**src/rtl/key_event.sv**
```systemverilog
`timescale 1ns/1ps
// Two-key event decoder: turns debounced "key held" levels into one-cycle
// press / click / long / repeat / release pulses plus a two-key combo pulse.
module key_event #(
  parameter int CLK_HZ    = 50_000_000,
  parameter int LONG_MS   = 1000,
  parameter int REPEAT_MS = 200
) (
  input  logic       clk,
  input  logic       rst,
  input  logic [1:0] key_in,
  output logic [1:0] press_pulse,
  output logic [1:0] click_pulse,
  output logic [1:0] long_pulse,
  output logic [1:0] repeat_pulse,
  output logic [1:0] release_pulse,
  output logic [1:0] long_hold,
  output logic       combo_pulse
);

  localparam int CPM    = CLK_HZ / 1000;
  localparam int SUB_W  = (CPM > 1) ? $clog2(CPM) : 1;
  localparam int MS_MAX = (LONG_MS > REPEAT_MS) ? LONG_MS : REPEAT_MS;
  localparam int MS_W   = (MS_MAX > 0) ? $clog2(MS_MAX + 1) : 1;

  localparam logic [SUB_W-1:0] SUB_LAST  = SUB_W'(CPM - 1);
  localparam logic [SUB_W-1:0] SUB_ZERO  = SUB_W'(0);
  localparam logic [SUB_W-1:0] SUB_ONE   = SUB_W'(1);
  localparam logic [MS_W-1:0]  MS_ZERO   = MS_W'(0);
  localparam logic [MS_W-1:0]  MS_ONE    = MS_W'(1);
  localparam logic [MS_W-1:0]  LONG_LAST = MS_W'(LONG_MS - 1);
  localparam logic [MS_W-1:0]  REP_LAST  = MS_W'(REPEAT_MS - 1);

  typedef enum logic [1:0] {
    ST_IDLE    = 2'd0,
    ST_PRESSED = 2'd1,
    ST_LONG    = 2'd2
  } state_t;

  state_t           r_state [2];
  logic [SUB_W-1:0] r_sub   [2];
  logic [MS_W-1:0]  r_ms    [2];
  logic [1:0]       r_prev;
  logic             r_both;

  logic [1:0] w_rise;
  logic [1:0] w_fall;
  logic [1:0] w_sub_wrap;
  logic [1:0] w_long_hit;
  logic [1:0] w_rep_hit;
  logic [1:0] w_busy_next;

  // Edge detection, threshold decode and next-cycle "key active" flags.
  always_comb begin
    w_rise      = key_in & ~r_prev;
    w_fall      = ~key_in & r_prev;
    w_sub_wrap  = 2'b00;
    w_long_hit  = 2'b00;
    w_rep_hit   = 2'b00;
    w_busy_next = 2'b00;
    for (int k = 0; k < 2; k++) begin
      w_sub_wrap[k]  = (r_sub[k] == SUB_LAST);
      w_long_hit[k]  = w_sub_wrap[k] && (r_ms[k] == LONG_LAST);
      w_rep_hit[k]   = w_sub_wrap[k] && (r_ms[k] == REP_LAST);
      // Only a fall leaves PRESSED/LONG, only a rise leaves IDLE.
      w_busy_next[k] = (r_state[k] == ST_IDLE) ? w_rise[k] : ~w_fall[k];
    end
  end

  // Per-key hold-timing FSMs, combo tracking and all registered outputs.
  always_ff @(posedge clk or posedge rst) begin
    if (rst) begin
      r_prev        <= 2'b11;
      r_both        <= 1'b0;
      combo_pulse   <= 1'b0;
      press_pulse   <= 2'b00;
      click_pulse   <= 2'b00;
      long_pulse    <= 2'b00;
      repeat_pulse  <= 2'b00;
      release_pulse <= 2'b00;
      long_hold     <= 2'b00;
      for (int k = 0; k < 2; k++) begin
        r_state[k] <= ST_IDLE;
        r_sub[k]   <= SUB_ZERO;
        r_ms[k]    <= MS_ZERO;
      end
    end else begin
      r_prev        <= key_in;
      r_both        <= &w_busy_next;
      combo_pulse   <= (&w_busy_next) & ~r_both;
      press_pulse   <= 2'b00;
      click_pulse   <= 2'b00;
      long_pulse    <= 2'b00;
      repeat_pulse  <= 2'b00;
      release_pulse <= 2'b00;
      for (int k = 0; k < 2; k++) begin
        case (r_state[k])
          ST_IDLE: begin
            if (w_rise[k]) begin
              r_state[k]     <= ST_PRESSED;
              r_sub[k]       <= SUB_ZERO;
              r_ms[k]        <= MS_ZERO;
              press_pulse[k] <= 1'b1;
            end else begin
              r_state[k] <= ST_IDLE;
            end
          end
          ST_PRESSED: begin
            // A release in the threshold cycle still counts as a click.
            if (w_fall[k]) begin
              r_state[k]       <= ST_IDLE;
              r_sub[k]         <= SUB_ZERO;
              r_ms[k]          <= MS_ZERO;
              click_pulse[k]   <= 1'b1;
              release_pulse[k] <= 1'b1;
            end else if (w_long_hit[k]) begin
              r_state[k]    <= ST_LONG;
              r_sub[k]      <= SUB_ZERO;
              r_ms[k]       <= MS_ZERO;
              long_pulse[k] <= 1'b1;
              long_hold[k]  <= 1'b1;
            end else if (w_sub_wrap[k]) begin
              r_sub[k] <= SUB_ZERO;
              r_ms[k]  <= r_ms[k] + MS_ONE;
            end else begin
              r_sub[k] <= r_sub[k] + SUB_ONE;
            end
          end
          ST_LONG: begin
            if (w_fall[k]) begin
              r_state[k]       <= ST_IDLE;
              r_sub[k]         <= SUB_ZERO;
              r_ms[k]          <= MS_ZERO;
              release_pulse[k] <= 1'b1;
              long_hold[k]     <= 1'b0;
            end else if (w_rep_hit[k]) begin
              r_sub[k]        <= SUB_ZERO;
              r_ms[k]         <= MS_ZERO;
              repeat_pulse[k] <= 1'b1;
            end else if (w_sub_wrap[k]) begin
              r_sub[k] <= SUB_ZERO;
              r_ms[k]  <= r_ms[k] + MS_ONE;
            end else begin
              r_sub[k] <= r_sub[k] + SUB_ONE;
            end
          end
          default: begin
            r_state[k]   <= ST_IDLE;
            r_sub[k]     <= SUB_ZERO;
            r_ms[k]      <= MS_ZERO;
            long_hold[k] <= 1'b0;
          end
        endcase
      end
    end
  end

endmodule

```
**config.mk**
```make
export PLATFORM = sky130hd
export DESIGN_NAME = key_event
export DESIGN_NICKNAME = d
export VERILOG_FILES = /design/src/rtl/key_event.sv
export SDC_FILE = /design/constraint.sdc
export NUM_CORES = 1
export LEC_CHECK = 0
export ABC_AREA = 0
export CORE_MARGIN = 3
export CORE_UTILIZATION = 35
export CTS_CLUSTER_SIZE = 30
export DETAILED_ROUTE_END_ITERATION = 8
export PLACE_DENSITY = 0.57
export SLEW_MARGIN = 30
export SYNTH_ARGS = -nofsm -noshare
export SYNTH_HDL_FRONTEND = slang
export SYNTH_SLANG_ARGS = --single-unit
```
**constraint.sdc**
```tcl
create_clock -name clk -period 3.8 [get_ports clk]
set_input_delay 1.14 -clock clk [delete_from_list [all_inputs] [get_ports clk]]
set_output_delay 1.14 -clock clk [all_outputs]
set_load 0.1 [all_outputs]
```
# Word level (Yosys, flattened, before mapping)
# Index checks and enable logic that the tools add are counted.
[totals]
ff_bits = 72
input_bits = 4
out_inout_bits = 13
wordCells = 133
[classes]
n_addsub = 4
eq_ne = 20
muxes = 70
bitwise_logic = 10
n_reduce_logical = 13
[ops]
columns = ["cell", "n"]
rows = [
  ["16-bit two-way mux", 12],
  ["10-bit two-way mux", 12],
  ["16-bit case mux with 3 select lines", 2],
  ["10-bit case mux with 3 select lines", 2],
  ["16-bit by 1-bit adder with 16-bit output, second input constant", 2],
  ["16-bit equality test, second input constant", 2],
  ["1-bit two-way mux", 32],
  ["10-bit by 1-bit adder with 10-bit output, second input constant", 2],
  ["10-bit equality test, second input constant", 2],
  ["10-bit by 8-bit equality test with 1-bit output, second input constant", 2],
  ["2-bit inequality test, second input constant", 8],
  ["2-bit two-way mux", 6],
  ["2-bit case mux with 3 select lines", 2],
  ["4-bit AND reduction", 2],
  ["3-bit inequality test, second input constant", 2],
  ["1-bit case mux with 3 select lines", 2],
  ["2-bit AND reduction", 3],
  ["1-bit inverter", 5],
  ["2-bit bitwise AND", 2],
  ["2-bit by 1-bit equality test with 1-bit output, second input constant", 2],
  ["2-bit equality test, second input constant", 2],
  ["1-bit logical AND", 4],
  ["2-bit zero test", 2],
  ["2-bit inverter", 2],
  ["other kinds (2)", 3],
]

# Depth between registers and ports, before layout
[depth]
depth_word = 6
mapped_depth = 9

# Worst setup path after synthesis
# Ideal clock, no wire load.
[synth_timing]
kind = "input to register"
startpoint = "input key_in[1]"
endpoint = "register r_ms[6] (netlist name)"
setup_ns = 0.118
arrival_ns = 2.189
t_required_ns = 3.682
path_slack_ns = 1.493
cell_stages = 5
n_path_buf = 0
cell_sequence = "nor2b_1 -> o2111ai_1 -> or3_1 -> xor2_1 -> nor2_1"
[synth_via]
elab_chain_cells = 4
elab_cells_between_ends = 7
cone_classes = "eq/ne (1); mux (3); bitwise (3)"
[synth_lines]
columns = ["item", "line", "source"]
rows = [
  ["start, declared", "11", "input logic [1:0] key_in,"],
  ["2-bit inverter", "56", "w_fall = ~key_in & r_prev;"],
  ["2-bit bitwise AND", "56", ""],
  ["10-bit two-way mux (on tied branches)", "130, 110", ""],
  ["10-bit case mux with 3 select lines", "97", "case (r_state[k])"],
  ["end signal, assigned by index", "124", "r_ms[k] <= r_ms[k] + MS_ONE;"],
  ["end signal, assigned by index", "142", "r_ms[k] <= r_ms[k] + MS_ONE;"],
  ["end, declared", "42", "logic [MS_W-1:0] r_ms [2];"],
]
# Several ways; a longest one is shown, not always the timed one.
# A chain may end at the register's enable or synchronous reset.

# Worst setup path in the final report
[layout_timing]
startpoint = "register release_pulse[0]"
endpoint = "output release_pulse[0]"
[layout_rtl]
columns = ["item", "line", "source"]
rows = [
  ["start, declared", "16", "output logic [1:0] release_pulse,"],
  ["start signal, assigned", "80", "release_pulse <= 2'b00;"],
  ["start signal, assigned", "95", "release_pulse <= 2'b00;"],
  ["start signal, assigned by index", "115", "release_pulse[k] <= 1'b1;"],
]
# No word-level cell between the ends.

==> summary.md <==
| Metric | Value |
|---|---|
| Status | complete, no violations |
| Synth warnings | 0 |
| RSZ-0062 raised after global routing | false |
| Largest net degree at the start of global routing | 73 |
| Hold Slack | 0.436 ns |
| DRC Markers | 0 |
| Crit path DAT | 1.79 ns |
| DRT Pass-1 Iters | 4 |
| Clk slew on worst S/H paths | 0.07 ns |
| Worst-Skew Late Latency | 0.35 ns |
| Skew final | 0.00882 ns |
| Worst Path Buf+Inv | 1 |
| Post-Syn Nets | 403 |
| Final GP Congestion | 0.799 |
| Detailed Route WL | 7520 microns |
| Final setup viols | 0 |
| H-tree levels | 3 |
| Total Neg Setup Slack | 0 ns |
| Num ports | 17 |
| Final Critical Period | 2.93 ns |
| CTS buffer count | 9 |
| Routed vias/inst | 5.08 |
| Die Height | 111 microns |
| Async S/R FF share, synth | 100% |
| Flops & latches, synth | 72 |
| Die width | 111 microns |
| Synth area leader | dfrtp_1 |
| Relative slew margins | 35.8% |
| CORE AREA | 10500 sq um |
| Reg-to-Reg Start | r_ms[10] |
| Setup bufs post-CTS | 0 |
| F_max | 0.341 GHz |
| Worst hold path class | register to register |
| ANT cells | 0 |
| Min-Delay Path Depth | 1 |
| CTS Hold Bufs | 0 |
| Period utilisation layout | 77.1% |
| Ys flop type | dfrtp_1 |
| Synth area leaders | dfrtp_1 (46%), nor2_1 (5.7%), xnor2_1 (5.5%), xor2_1 (4.6%), nand2_1 (3.8%) |
| Sink Count | 72 |
| P_leak | 1.87 nW |
| P&R area growth vs syn | 13.1% |
| Placed Cells | 533 |
| Yosys top cell area share | 45.8% |
| Layout Cells excl Fill | 549 |
| Total track usage | 12.7% |
| Number of global-route vias before repair | 2686 |
| Worst r2r dst | r_ms[18] |
| Max IR drop VDD | 0.239 mV |
| Top delay family on crit path | buffers and inverters |
| EDFF count, synth | 0 |
| Initial antenna violation count | 0 |
| Global-route wire length before repair | 13000 microns |
| CTS root buffer | clkbuf_8 |
| CP endpoint kind | output port |
| # fillers | 1040 |
| Drt wl/cell | 13.7 microns |
| Startpoint types | register |
| Seq/Total Area, Yosys | 47.2% |
| Post-DP HPWL | 5300 microns |
| Pwr Density | 364 nW/um^2 |
| Crit-path max FO | 1 |
| Worst-margin pin slew | 0.959 ns |
| Die area | 12200 sq um |
| Initial Utilization | 36.5% |
| Fin. Hold Viols | 0 |
| Worst Hold Endpoint | combo_pulse |
| Port bufs | 16 |
| Max_cap viols | 0 |
| Worst EP required | 2.66 ns |
| Overflow after GRT | 0 |
| Syn avg cell area | 9.83 sq um |
| Clock buffer depth | 2 |
| Layout cell share with drive strength beyond 1 | 11.4% |
| Max stage delay cell, worst path | clkdlybuf4s50_1 |
| Post_cts resized | 0 |
| R2R setup slack | 1.39 ns |
| Synth cell types | 56 |
| Post-route ant nets | 0 |
| Site Rows | 37 |
| Fin nets | 422 |
| DR vias | 2790 |
| Hold Path Origin | r_both |
| Cell area after synthesis | 3820 sq um |
| CTS tree | built |
| Flip-flop and latch area | 1800 sq um |
| Crit-path max cell delay | 1.12 ns |
| Path depth of the worst reg2reg path | 6 |
| Multi-input logic area | 1900 sq um |
| CP cell instances | clkdlybuf4s50_1 |
| Max Slew Vio Count | 0 |
| DRT iter0 DRCs | 156 |
| Setup Crit Path Kind | register to output port |
| Post-Syn Instances | 389 |
## stage by stage
stage                     instance area, sq um  power [mW]  util (%)  setup WS [ns]
after floorplan                           3820       0.896         -          0.838
after global placement                    4110       0.930      39.3          0.580
after detailed placement                  4110       0.931      39.3          0.516
after CTS                                 4320        1.60      41.3          0.849
after global routing                      4320        1.64      41.3          0.705
final                                     4320        1.57      41.3          0.872
## how the worst max path moves through the flow
stage	startpoint	endpoint	slack, ns	depth (start not counted)
6_report	release_pulse[0]	release_pulse[0]	0.87	1
5_1_grt	key_in[0]	r_sub[27]	0.70	6
4_1_cts	release_pulse[0]	release_pulse[0]	0.85	1
3_5_place_dp	key_in[0]	r_sub[31]	0.52	6
3_3_place_gp	key_in[0]	r_sub[28]	0.58	6
2_1_floorplan	rst	click_pulse[0]	0.84	1
## report_power, final
part	leakage, nW	internal [mW]	switching (mW)
clock network	0.108	0.388	0.272
registers	0.994	0.775	0.00440
logic	0.765	0.0326	0.103
total	1.87	1.20	0.379
## Yosys cell counts (all sizes together), types with 3 or more instances
library cell,number
nand2,39
nand3,19
nor4,7
nor2,58
inv,15
nor4b,4
dfrtp,70
and4,5
nand2b,5
xnor2,24
and2,3
and3,12
xor2,20
a21oi,6
nor3,12
ha,10
o21ai,10
buf,9
nor3b,5
nor2b,7
clkbuf,4
nand4,13
## logic make-up (layout without fill, tap and decap cells)
| family | Yosys count | in the layout | synth area share [%] |
|---|---|---|---|
| AOI/OAI and AO/OA | 36 | 36 | 7.56 |
| buffers and inverters | 28 | 52 | 3.21 |
| and+or+nand+nor | 197 | 197 | 28.1 |
| DFF | 72 | 72 | 47.2 |
| muxes | 2 | 2 | 0.556 |
| xor gates and xnor gates | 44 | 44 | 10.1 |
| adders and majority gates | 10 | 10 | 3.27 |
## state kept, by name, indices dropped and copies added (netlist names)
signal	cells
r_both	1
r_ms	20
repeat_pulse	2
r_prev	2
combo_pulse	1
click_pulse	2
long_pulse	2
r_state	4
long_hold	2
press_pulse	2
r_sub	32
release_pulse	2
## area by class of cell
class                   instances  area share, %
multi-input cells             289           43.9
flip-flops and latches         72           41.7
repair buffers                 21           4.22
well taps                     136           3.94
clock buffers                  13           3.44
clock inverters                 3           1.50
inverters                      15           1.30
## layout by cell type, fill, tap and decap left out, types with 3 or more instances in the layout
cell type        count
a21oi_1              6
and3_1              12
and4_1               5
buf_4               15
clkbuf_1             3
clkbuf_8            10
clkdlybuf4s50_1      5
dfrtp_1             70
ha_1                10
inv_1               14
nand2_1             39
nand2b_1             4
nand3_1             19
nand4_1             13
nor2_1              58
nor2b_1              7
nor3_1              11
nor3b_2              3
nor4_1               6
o21ai_0             10
xnor2_1             24
xor2_1              20
## per-layer routing
metal  wire (microns)  track usage (%)  part of all wire, %  vias up
met5                0                0                    0        -
met4              173             6.73                  2.3        0
li1                 -                -                    -     1391
met3              268             1.53                  3.6       12
met1             3910             18.3                   52     1329
met2             3170             18.8                   42       58
No activity file was read; power rests on OpenSTA's default activity.
